===== src/rtl/vga_image_loader_if.sv =====
// ----------------------------------------------------------------------------
// vga_image_loader_if
//   Bundles the image loader's ROM read port and VGA display-buffer write port.
//
//   Signals
//     rom_addr    ROM read address (loader -> ROM)
//     rom_data    ROM read data    (ROM -> loader)
//     write_en    buffer write strobe, one word per clock while high
//     write_addr  buffer word address
//     write_data  buffer word data
//     busy        burst in progress
//     img_index   image being loaded or last loaded
//     frame_done  one-clock pulse on the last write of a burst
//
//   Handshake: write_en is the only valid qualifier on the write port. The
//   buffer has no ready. It must accept write_addr/write_data on every clock
//   where write_en is high. The ROM side is a fixed-latency read with no
//   handshake at all.
//
//   Modports
//     master  the loader
//     slave   the ROM + VGA buffer side (or a testbench standing in for them)
// ----------------------------------------------------------------------------
interface vga_image_loader_if #(
    parameter int ROM_AW = 7,
    parameter int BUF_AW = 4,
    parameter int DATA_W = 16
);
    logic [ROM_AW-1:0] rom_addr;
    logic [DATA_W-1:0] rom_data;
    logic              write_en;
    logic [BUF_AW-1:0] write_addr;
    logic [DATA_W-1:0] write_data;
    logic              busy;
    logic [2:0]        img_index;
    logic              frame_done;

    modport master (
        output rom_addr,
        input  rom_data,
        output write_en,
        output write_addr,
        output write_data,
        output busy,
        output img_index,
        output frame_done
    );

    modport slave (
        input  rom_addr,
        output rom_data,
        input  write_en,
        input  write_addr,
        input  write_data,
        input  busy,
        input  img_index,
        input  frame_done
    );
endinterface


===== src/rtl/vga_image_loader.sv =====
// ----------------------------------------------------------------------------
// vga_image_loader
//   Every INTERVAL clocks, reads one WORDS-word image out of a synchronous ROM
//   and writes it into the VGA display buffer as a gap-free burst. The loader
//   cycles through IMG_COUNT images that are stored back-to-back in the ROM.
//
//   Ports
//     vga_clk      pixel clock. All logic runs on its rising edge.
//     rst_n        synchronous active-low reset
//     bus          vga_image_loader_if.master (ROM read port + buffer write port)
//     dbg_state_o  current FSM state (IDLE=0, ISSUE=1, DRAIN=2)
// ----------------------------------------------------------------------------
module vga_image_loader #(
    parameter int IMG_COUNT = 6,
    parameter int WORDS     = 16,
    parameter int ROM_AW    = 7,
    parameter int BUF_AW    = 4,
    parameter int DATA_W    = 16,
    parameter int INTERVAL  = 6293750,
    parameter int ROM_LAT   = 1
) (
    input  logic                  vga_clk,
    input  logic                  rst_n,
    vga_image_loader_if.master    bus,
    output logic [1:0]            dbg_state_o
);

    localparam int TW  = (INTERVAL > 1) ? $clog2(INTERVAL) : 1;
    localparam int DCW = $clog2(ROM_LAT + 1);

    typedef enum logic [1:0] {
        S_IDLE  = 2'd0,
        S_ISSUE = 2'd1,
        S_DRAIN = 2'd2
    } state_t;

    state_t            state_q;
    logic [TW-1:0]     timer_q;
    logic [BUF_AW-1:0] k_q;
    logic [2:0]        img_q;
    logic [ROM_AW-1:0] rom_addr_q;
    logic              busy_q;
    logic [DCW-1:0]    drain_q;

    // Valid tag and word index that travel alongside each ROM read.
    logic [ROM_LAT-1:0] vld_pipe_q;
    logic [BUF_AW-1:0]  k_pipe_q [ROM_LAT];

    logic              start_d;
    logic              issue_d;
    logic [ROM_AW-1:0] base_addr_d;
    logic [2:0]        img_next_d;
    logic [DATA_W-1:0] wdata_d;

    // ------------------------------------------------------------------
    // Interval timer. Reset holds it at 0, and a start fires whenever the
    // timer sits at 0. The first edge out of reset therefore starts image 0
    // at once, and every later start comes exactly INTERVAL clocks after
    // the previous one.
    // ------------------------------------------------------------------
    always_ff @(posedge vga_clk) begin
        if (!rst_n) begin
            timer_q <= '0;
        end else if (timer_q == TW'(INTERVAL - 1)) begin
            timer_q <= '0;
        end else begin
            timer_q <= timer_q + TW'(1);
        end
    end

    always_comb begin
        start_d     = (timer_q == '0);
        issue_d     = (state_q == S_ISSUE);
        base_addr_d = ROM_AW'(img_q) * ROM_AW'(WORDS);
        img_next_d  = (img_q == 3'(IMG_COUNT - 1)) ? 3'd0 : img_q + 3'd1;
    end

    // ------------------------------------------------------------------
    // Burst FSM. A start that arrives while a burst is running is dropped,
    // because only IDLE looks at start_d.
    // ------------------------------------------------------------------
    always_ff @(posedge vga_clk) begin
        if (!rst_n) begin
            state_q    <= S_IDLE;
            k_q        <= '0;
            img_q      <= 3'd0;
            rom_addr_q <= '0;
            busy_q     <= 1'b0;
            drain_q    <= '0;
        end else begin
            case (state_q)
                S_IDLE: begin
                    if (start_d) begin
                        state_q    <= S_ISSUE;
                        rom_addr_q <= base_addr_d;
                        k_q        <= '0;
                        busy_q     <= 1'b1;
                    end
                end
                S_ISSUE: begin
                    // rom_addr_q holds word k_q during this clock. It stops
                    // at the image's last word so it never runs past the ROM.
                    if (k_q == BUF_AW'(WORDS - 1)) begin
                        state_q <= S_DRAIN;
                        drain_q <= '0;
                    end else begin
                        k_q        <= k_q + BUF_AW'(1);
                        rom_addr_q <= rom_addr_q + ROM_AW'(1);
                    end
                end
                S_DRAIN: begin
                    if (drain_q == DCW'(ROM_LAT - 1)) begin
                        state_q <= S_IDLE;
                        busy_q  <= 1'b0;
                        img_q   <= img_next_d;
                    end else begin
                        drain_q <= drain_q + DCW'(1);
                    end
                end
                default: begin
                    state_q <= S_IDLE;
                    busy_q  <= 1'b0;
                end
            endcase
        end
    end

    // ------------------------------------------------------------------
    // Alignment pipeline. A tag enters on the same edge the ROM samples the
    // address, so both reach the end ROM_LAT clocks later. The index stages
    // load only while tags are being issued, so write_addr keeps its last
    // value between bursts.
    // ------------------------------------------------------------------
    always_ff @(posedge vga_clk) begin
        if (!rst_n) begin
            for (int i = 0; i < ROM_LAT; i++) begin
                vld_pipe_q[i] <= 1'b0;
                k_pipe_q[i]   <= '0;
            end
        end else begin
            vld_pipe_q[0] <= issue_d;
            if (issue_d) begin
                k_pipe_q[0] <= k_q;
            end
            for (int i = 1; i < ROM_LAT; i++) begin
                vld_pipe_q[i] <= vld_pipe_q[i-1];
                k_pipe_q[i]   <= k_pipe_q[i-1];
            end
        end
    end

    assign wdata_d = bus.rom_data;

    assign bus.rom_addr   = rom_addr_q;
    assign bus.write_en   = vld_pipe_q[ROM_LAT-1];
    assign bus.write_addr = k_pipe_q[ROM_LAT-1];
    assign bus.write_data = wdata_d;
    assign bus.busy       = busy_q;
    assign bus.img_index  = img_q;
    assign bus.frame_done = vld_pipe_q[ROM_LAT-1] &&
                            (k_pipe_q[ROM_LAT-1] == BUF_AW'(WORDS - 1));
    assign dbg_state_o    = state_q;

endmodule


===== src/flat_wrapper.sv =====
// flat-port wrapper written by rule: the top's interface ports become plain ports
module vga_image_loader_flat 
#(
    parameter int IMG_COUNT = 6,
    parameter int WORDS     = 16,
    parameter int ROM_AW    = 7,
    parameter int BUF_AW    = 4,
    parameter int DATA_W    = 16,
    parameter int INTERVAL  = 6293750,
    parameter int ROM_LAT   = 1
)
  (vga_clk, rst_n, dbg_state_o, bus_rom_addr, bus_rom_data, bus_write_en, bus_write_addr, bus_write_data, bus_busy, bus_img_index, bus_frame_done);
  vga_image_loader_if #(.ROM_AW(ROM_AW), .BUF_AW(BUF_AW), .DATA_W(DATA_W)) bus_i ();
  input  logic vga_clk;
  input  logic rst_n;
  output logic [1:0] dbg_state_o;
  output wire logic [$bits(bus_i.rom_addr)-1:0] bus_rom_addr;
  input wire logic [$bits(bus_i.rom_data)-1:0] bus_rom_data;
  output wire logic [$bits(bus_i.write_en)-1:0] bus_write_en;
  output wire logic [$bits(bus_i.write_addr)-1:0] bus_write_addr;
  output wire logic [$bits(bus_i.write_data)-1:0] bus_write_data;
  output wire logic [$bits(bus_i.busy)-1:0] bus_busy;
  output wire logic [$bits(bus_i.img_index)-1:0] bus_img_index;
  output wire logic [$bits(bus_i.frame_done)-1:0] bus_frame_done;
  assign bus_rom_addr = bus_i.rom_addr;
  assign bus_i.rom_data = bus_rom_data;
  assign bus_write_en = bus_i.write_en;
  assign bus_write_addr = bus_i.write_addr;
  assign bus_write_data = bus_i.write_data;
  assign bus_busy = bus_i.busy;
  assign bus_img_index = bus_i.img_index;
  assign bus_frame_done = bus_i.frame_done;
  vga_image_loader #(.IMG_COUNT(IMG_COUNT), .WORDS(WORDS), .ROM_AW(ROM_AW), .BUF_AW(BUF_AW), .DATA_W(DATA_W), .INTERVAL(INTERVAL), .ROM_LAT(ROM_LAT)) u_core (.vga_clk(vga_clk), .rst_n(rst_n), .bus(bus_i), .dbg_state_o(dbg_state_o));
endmodule

===== config.mk =====
export PLATFORM = sky130hd
export DESIGN_NAME = vga_image_loader_flat
export DESIGN_NICKNAME = d
export VERILOG_FILES = /design/src/rtl/vga_image_loader_if.sv /design/src/rtl/vga_image_loader.sv /design/src/flat_wrapper.sv
export SDC_FILE = /design/constraint.sdc
export NUM_CORES = 1
export LEC_CHECK = 0
export CORE_ASPECT_RATIO = 2
export CORE_UTILIZATION = 50
export CTS_CLUSTER_DIAMETER = 100
export DETAILED_ROUTE_END_ITERATION = 8
export HOLD_SLACK_MARGIN = 0.03
export PLACE_DENSITY = 0.86
export SLEW_MARGIN = 0
export SYNTH_ARGS = -nofsm -noshare
export SYNTH_HDL_FRONTEND = slang
export SYNTH_SLANG_ARGS = --single-unit

===== constraint.sdc =====
create_clock -name vga_clk -period 2.3 [get_ports vga_clk]
set_input_delay 0.23 -clock vga_clk [delete_from_list [all_inputs] [get_ports vga_clk]]
set_output_delay 0.23 -clock vga_clk [all_outputs]
set_load 0.02 [all_outputs]

==> results of run 1 <==
power breakdown:
group	internal, mW	switching, mW	leakage, nW
Clock	0.321	0.266	0.0528
Combinational	0.0611	0.101	0.445
Sequential	0.814	0.0232	0.375
worst max-delay path, stage by stage (launching register included):
cell     delay [ns]
dfxtp_1        0.47
nand4_2        0.22
or3_1          0.55
or4_1          0.53
a21oi_1        0.18
how the worst min path moves through the flow:
| stage | cells past startpoint | slack, ns | to | start |
|---|---|---|---|---|
| 2_1_floorplan | 2 | 0.38 | u_core.timer_q[15]$_SDFF_PP0_ | rst_n |
| 3_3_place_gp | 0 | 0.46 | bus_write_data[3] | bus_rom_data[3] |
| 3_5_place_dp | 0 | 0.46 | bus_write_data[3] | bus_rom_data[3] |
| 4_1_cts | 0 | 0.46 | bus_write_data[3] | bus_rom_data[3] |
| 5_1_grt | 0 | 0.46 | bus_write_data[13] | bus_rom_data[13] |
| 6_report | 0 | 0.46 | bus_write_data[11] | bus_rom_data[11] |
cell usage after synthesis:
cell       number  share of area
nor3_1          2         0.0044
ha_1            5          0.028
o41a_1          1         0.0050
and2_1          3         0.0083
nand2_1        22          0.036
o2111ai_1       3          0.012
or4_1           6          0.020
o31ai_1         6          0.020
and4_1          4          0.015
buf_2           1         0.0022
o22ai_1         1         0.0028
a211o_1         2         0.0077
and3_1          8          0.022
nor4_1          9          0.025
clkbuf_1       10          0.017
o41ai_2         1         0.0072
dfxtp_1        41           0.36
o21ai_0        10          0.022
a21oi_1        17          0.038
nand2b_1        2         0.0055
xnor2_1         7          0.027
o21a_1          2         0.0066
or3_1           7          0.019
a2111oi_0       1         0.0039
nor2b_1         2         0.0055
inv_1           6         0.0099
nand4_2         1         0.0055
nand4_1         8          0.022
buf_4          16          0.053
nor2_1         22          0.036
a31oi_1         2         0.0055
edfxtp_1        4          0.053
or2_2           1         0.0028
nand4b_1        1         0.0039
a211oi_1        1         0.0033
nand3_1        16          0.035
xor2_1          8          0.031
o211ai_1        5          0.017
layer usage:
layer	global-route usage	part of all wire	up-vias
met1	0.197	0.35	963
met4	0.165	0.040	0
met3	0.0532	0.043	21
met5	0	0	-
met2	0.425	0.57	73
li1	-	-	960
cell families after synthesis:
| logic type | count (synthesis) | synth area share |
|---|---|---|
| DFF | 45 | 0.415 |
| xor gates and xnor gates | 15 | 0.0580 |
| buffers and inverters | 33 | 0.0817 |
| AOI/OAI and AO/OA | 52 | 0.150 |
| adders and majority gates | 5 | 0.0276 |
| and+or+nand+nor | 114 | 0.268 |
cell usage in the layout (no fill, tap or decap), types with 7 or more instances in the layout:
| cell | n |
|---|---|
| a21oi_1 | 17 |
| and3_1 | 8 |
| buf_4 | 8 |
| clkdlybuf4s50_1 | 20 |
| dfxtp_1 | 41 |
| nand2_1 | 22 |
| nand3_1 | 16 |
| nand4_1 | 8 |
| nor2_1 | 22 |
| nor4_1 | 9 |
| o21ai_0 | 10 |
| or3_1 | 7 |
| xnor2_1 | 7 |
| xor2_1 | 8 |
final cells by class:
class	instances	share of cell area
inverter	6	0.00888
sequential	45	0.371
timing repair buffer	28	0.103
multi-input combinational	186	0.449
clock inverter	2	0.0133
clock buffer	6	0.0286
tap	54	0.0266
state kept, by name, summed over array words and instances, names as in the netlist:
name	count
u_core.bus.write_en	1
u_core.bus.busy	1
u_core.dbg_state_o	2
u_core.timer_q	23
u_core.k_pipe_q	4
u_core.bus.rom_addr	7
u_core.k_q	4
u_core.bus.img_index	3
stage by stage:
stage	setup WS (ns)	std cells	hold WS, ns	power, mW	utilization
6_report	0.293	327	0.460	1.59	0.585
3_3_place_gp	0.401	319	0.460	1.01	0.560
3_5_place_dp	0.329	319	0.460	1.02	0.560
2_1_floorplan	0.400	264	0.382	0.988	-
5_1_grt	0.214	327	0.460	1.65	0.585
4_1_cts	0.319	327	0.460	1.60	0.585
==> impl_metrics.toml, run 1 <==
[drt]
dr.pass1.iters = 4
viasPerCell = 6.17
vias = 2017
drc = 0
wl_per_cell_um = 15.8
wl_mm = 5.18
drtIter0Drc = 57
ant_nets = 0

[finish]
area_delta_synth_final_pct = 12.0
regArea_um2 = 941
diodes = 0
drive_above_1_share = 0.0623
fin_area_um2 = 2540
nFillCells = 407
layout.nets = 295
multiInputGateArea_um2 = 1140

[critical_path]
end_kind = "flip-flop"
reg2reg_depth = 4
worst_setup_path_start_kind = "flip-flop"
cp_max_fo = 9
startpoint = "u_core.timer_q[4]$_SDFF_PP0_"
rrSetupSlack_ns = 0.29
timing.rr.start = "u_core.timer_q[4]$_SDFF_PP0_"
endpoint = "u_core.timer_q[18]$_SDFF_PP0_"
worstReg2RegEnd = "u_core.timer_q[18]$_SDFF_PP0_"
worstPathArrival_ns = 2.24
critPathKind = "reg2reg"
cp.required_ns = 2.53

[sta]
grt_setup_unrepaired = "false"
final-hold-violation-count = 0
fin_setup_tns_ns = 0
finalCritPeriodShare = 0.872
relSlewSlack = 0.714
finalSetupViolCount = 0
finClkSkew_ns = 0.00755
worst_pin_slew_ns = 0.418
max_freq_mhz = 498
min_period_ns = 2.01
maxSlewViolCount = 0

[clock_tree]
cts_tree = "yes"
cts_setup_buffers = 0
hold_buffers = 0
cts_resized = 0
clkTransAtPathRegs_ns = 0.08
clock_latency_ns = 0.30
ctsHtreeMaxLevel = 2
numClockSinks = 45
cts_inserted_buffers = 5
clockBufferDepth = 2
cts_root_buffer = "clkbuf_8"

[power]
power.density_nw_per_um2 = 625
power.leakage_nw = 0.873
vdd_ir_drop_max_uv = 432

[place]
dpl-instance-area_um2 = 2430
routabilityCongestion = 0.894
post-dp-hpwl_mm = 3.75
place.port_buffers = 20

[floorplan]
num_rows = 34
ios = 53
die-area_um2 = 4820
initial_core_util = 0.522
die_w_um = 49.6
die_y_um = 97.2
core_area_um2 = 4340

[grt]
grt.total_usage = 0.228
grt_overflow = 0
antenna_found_initial = 0
grt_first_pass_wirelength_mm = 8.26
grt_pass1_vias = 1901
grt_max_degree = 16

[worst_hold_path]
hp-class = "in2out"

[synth]
synthesis.area_um2 = 2270
yosys_warnings = 0
netlist_instances = 264
synth_seq_area_share = 0.415
syn-num-nets = 287
synth-seq-cells = 45
syn_avg_cell_area_um2 = 8.58
ys_types = 38

[job]
cap_violations = 0

[status]
status = "complete, no violations"
No activity file was read; power rests on OpenSTA's default activity.
==> run 2, diff against run 1 <==
--- a/config.mk
+++ b/config.mk
@@ -6,11 +6,11 @@
 export NUM_CORES = 1
 export LEC_CHECK = 0
 export CORE_ASPECT_RATIO = 2
-export CORE_UTILIZATION = 50
+export CORE_UTILIZATION = 37
 export CTS_CLUSTER_DIAMETER = 100
 export DETAILED_ROUTE_END_ITERATION = 8
 export HOLD_SLACK_MARGIN = 0.03
-export PLACE_DENSITY = 0.86
+export PLACE_DENSITY = 0.68
 export SLEW_MARGIN = 0
 export SYNTH_ARGS = -nofsm -noshare
 export SYNTH_HDL_FRONTEND = slang
==> impl_metrics.toml, run 2 (same netlist as run 1, synthesis figures left out) <==
[place]
routabilityCongestion = 0.860
post-dp-hpwl_mm = 3.87
place.port_buffers = 20
dpl-instance-area_um2 = 2460

[grt]
grt_first_pass_wirelength_mm = 8.58
antenna_found_initial = 0
grt_max_degree = 16
grt_pass1_vias = 1902
grt.total_usage = 0.171
grt_overflow = 0

[job]
cap_violations = 0

[clock_tree]
cts_root_buffer = "clkbuf_16"
cts_inserted_buffers = 5
cts_resized = 0
ctsHtreeMaxLevel = 2
clkTransAtPathRegs_ns = 0.06
cts_setup_buffers = 0
hold_buffers = 0
clock_latency_ns = 0.28
cts_tree = "yes"
clockBufferDepth = 2
numClockSinks = 45

[finish]
area_delta_synth_final_pct = 14.7
multiInputGateArea_um2 = 1150
layout.nets = 296
regArea_um2 = 941
nFillCells = 596
top_register = "u_core.timer_q"
largest_reg_flops = 23
layout_commonest_cell = "dfxtp_1"
mostFrequentLayoutCells = "dfxtp_1, nand2_1, nor2_1"
fin_area_um2 = 2600
diodes = 0
drive_above_1_share = 0.0693

[floorplan]
core_area_um2 = 5960
initial_core_util = 0.380
ios = 53
num_rows = 40
die-area_um2 = 6460
die_w_um = 57.3
die_y_um = 113

[drt]
dr.pass1.iters = 6
wl_per_cell_um = 15.3
wl_mm = 5.17
ant_nets = 0
vias = 1966
drtIter0Drc = 102
viasPerCell = 5.83
drc = 7

[critical_path]
end_kind = "flip-flop"
worst_setup_path_start_kind = "flip-flop"
worst_path_largest_cell_delay_ns = 0.55
crit_slowest_cell = "or3_1"
path_cells = "nand4_2, or3_1, or4_1, a21oi_1"
worstPathArrival_ns = 2.19
cp_max_fo = 9
critPathKind = "reg2reg"
cp.required_ns = 2.52

[sta]
fin_setup_tns_ns = 0
relSlewSlack = 0.636
grt_setup_unrepaired = "false"
finalCritPeriodShare = 0.858
finalSetupViolCount = 0
max_freq_mhz = 507
maxSlewViolCount = 0
finClkSkew_ns = 0.00175
final-hold-violation-count = 0
worst_pin_slew_ns = 0.541
min_period_ns = 1.97
holdWs_ns = 0.460

[worst_hold_path]
hp-class = "in2out"

[status]
violations = "DRC"
status = "finished with violations"

[power]
power.density_nw_per_um2 = 648
vdd_ir_drop_max_uv = 264
power.leakage_nw = 0.910
finalPower_mw = 1.69
-- run 2: worst paths after layout --
check	from	end	cells past startpoint	slack, ns
worst max-delay path	u_core.timer_q[4]$_SDFF_PP0_	u_core.timer_q[22]$_SDFF_PP0_	4	0.33
worst min-delay path	bus_rom_data[12]	bus_write_data[12]	0	0.46
worst max register to register	u_core.timer_q[4]$_SDFF_PP0_	u_core.timer_q[22]$_SDFF_PP0_	4	0.33
worst min register to register	u_core.bus.busy$_SDFFE_PN0P_	u_core.bus.busy$_SDFFE_PN0P_	2	0.48
-- run 2: layout make-up --
type                       instances  share of cell area
clock buffer                       6              0.0496
clock inverter                     2             0.00385
inverter                           6             0.00866
multi-input combinational        186               0.443
sequential                        45               0.362
tap                               63              0.0303
timing repair buffer              29               0.103
-- run 2: worst max-delay path: cells and delay by family (launching register included) --
family / cells / cell delay [ns]
AOI/OAI and AO/OA: 1 / 0.15
DFF: 1 / 0.44
and+or+nand+nor: 3 / 1.31
-- run 2: per-layer routing --
| metal | wire, um | vias to the layer above | track usage |
|---|---|---|---|
| li1 | - | 966 | - |
| met1 | 1880 | 943 | 0.165 |
| met2 | 2980 | 43 | 0.325 |
| met3 | 133 | 14 | 0.0253 |
| met4 | 165 | 0 | 0.102 |
| met5 | 0 | - | 0 |
-- run 2: where the power goes --
part,internal [mW],switching (mW),leakage [nW]
sequential,0.815,0.0236,0.375
combinational,0.0659,0.101,0.464
clock,0.399,0.281,0.0706
-- run 2: metrics by stage --
| stage | setup WS [ns] | utilization | cells |
|---|---|---|---|
| after CTS | 0.324 | 0.437 | 337 |
| final | 0.326 | 0.437 | 337 |
| after global routing | 0.187 | 0.437 | 337 |
| after detailed placement | 0.343 | 0.413 | 329 |
| after global placement | 0.379 | 0.413 | 329 |
| after floorplan | 0.400 | - | 264 |
==> run 3, diff against run 2 <==
==> constraint.sdc (replaced) <==
create_clock -name vga_clk -period 2 [get_ports vga_clk]
set_input_delay 0.2 -clock vga_clk [delete_from_list [all_inputs] [get_ports vga_clk]]
set_output_delay 0.2 -clock vga_clk [all_outputs]
set_load 0.02 [all_outputs]
==> impl_metrics.toml, run 3 (same netlist as run 1, synthesis figures left out) <==
[status]
status = "finished with violations"
violations = "DRC"

[grt]
antenna_found_initial = 0
grt_pass1_vias = 1948
grt_first_pass_wirelength_mm = 8.85
grt.total_usage = 0.177
grt_max_degree = 16
grt_overflow = 0

[power]
power.leakage_nw = 0.964
power.density_nw_per_um2 = 825
vdd_ir_drop_max_uv = 421
finalPower_mw = 2.23

[critical_path]
cp.required_ns = 2.22
worst_path_largest_cell_delay_ns = 0.51
rrSetupSlack_ns = 0.14
startpoint = "u_core.timer_q[0]$_SDFF_PP0_"
critPathBufInv = 0
path_cells = "ha_1, nand3_1, or3_4, or4_1, a21oi_1"
worst_setup_path_start_kind = "flip-flop"
timing.rr.start = "u_core.timer_q[0]$_SDFF_PP0_"
crit_slowest_cell = "or4_1"
worstPathArrival_ns = 2.09
critPathKind = "reg2reg"
end_kind = "flip-flop"
critPathTopFamily = "simple AND/OR/NAND/NOR gates"
cp_max_fo = 9

[sta]
maxSlewViolCount = 0
fin_setup_tns_ns = 0
finalCritPeriodShare = 0.931
holdWs_ns = 0.400
relSlewSlack = 0.655
finClkSkew_ns = 0.00637
finalSetupViolCount = 0
worst_pin_slew_ns = 0.512
min_period_ns = 1.86
max_freq_mhz = 537
final-hold-violation-count = 0
grt_setup_unrepaired = "false"

[place]
place.port_buffers = 20
place_inst = 335
post-dp-hpwl_mm = 3.89
routabilityCongestion = 0.832

[drt]
wl_mm = 5.36
vias = 1975
dr.pass1.iters = 7
ant_nets = 0
drtIter0Drc = 99
viasPerCell = 5.76
drc = 7
wl_per_cell_um = 15.6

[clock_tree]
ctsHtreeMaxLevel = 2
cts_tree = "yes"
cts_inserted_buffers = 5
cts_root_buffer = "clkbuf_16"
cts_setup_buffers = 0
clkTransAtPathRegs_ns = 0.06
clockBufferDepth = 2
clock_latency_ns = 0.29
numClockSinks = 45
hold_buffers = 0

[finish]
largest_reg_flops = 23
drive_above_1_share = 0.0964
layout.nets = 302
instances_no_fill = 343
layout_commonest_cell = "dfxtp_1"
area_delta_synth_final_pct = 19.2
finish.utilization = 0.454
diodes = 0
top_register = "u_core.timer_q"
mostFrequentLayoutCells = "dfxtp_1, nand2_1, nor2_1"
nFillCells = 573

[floorplan]
initial_core_util = 0.380
num_rows = 40
die_w_um = 57.3
core_area_um2 = 5960
die-area_um2 = 6460
ios = 53
die_y_um = 113

[worst_hold_path]
hp-class = "in2out"
hold_start = "bus_rom_data[11]"

[job]
cap_violations = 0
-- run 3: cell count changes in the layout (fill, tap and decap cells not counted), sizes merged --
cell	previous run	this run
buf	9	15
bufinv	0	2
clkbuf	6	5
clkinv	2	1
-- run 3: cell type report --
cell class	instances	area (um2)	area share
timing repair buffer	35	313	0.116
tap	63	78.8	0.0292
clock buffer	5	125	0.0463
inverter	6	22.5	0.00834
clock inverter	3	65.1	0.0241
multi-input combinational	186	1160	0.428
sequential	45	941	0.348
-- run 3: stage by stage --
stage	area, um2	worst slack (ns)
2_1_floorplan	2270	0.100
3_3_place_gp	2510	0.124
3_5_place_dp	2510	0.0945
4_1_cts	2700	0.0704
5_1_grt	2700	0.0260
6_report	2700	0.138
-- run 3: path summary, 6_finish.rpt --
check,cells past startpoint,end
max,5,u_core.timer_q[22]$_SDFF_PP0_
min,0,bus_write_data[11]
max reg2reg,5,u_core.timer_q[22]$_SDFF_PP0_
min reg2reg,2,u_core.bus.busy$_SDFFE_PN0P_
-- run 3: per-layer routing --
metal | GRT usage | vias to the layer above | part of all wire
li1 | - | 983 | -
met1 | 0.169 | 918 | 0.38
met2 | 0.326 | 54 | 0.54
met3 | 0.0311 | 20 | 0.032
met4 | 0.122 | 0 | 0.049
met5 | 0 | - | 0
-- run 3: what timing repair did --
action | 4_1_cts | 5_1_grt
setup endpoints to repair | 0 | 2
endpoints found under the hold margin | 0 | 0
resized for setup | 0 | 1
-- run 3: worst register-to-register path, cell delays in order (launching register included) --
cell and delay (ns):
dfxtp_1 0.42, ha_1 0.22, nand3_1 0.11, or3_4 0.39, or4_1 0.52, a21oi_1 0.15
-- run 3: where the power goes --
| group | switching, mW | internal (mW) | total, mW |
|---|---|---|---|
| combinational | 0.119 | 0.0780 | 0.197 |
| clock | 0.355 | 0.714 | 1.07 |
| sequential | 0.0260 | 0.937 | 0.963 |
| total | 0.499 | 1.73 | 2.23 |
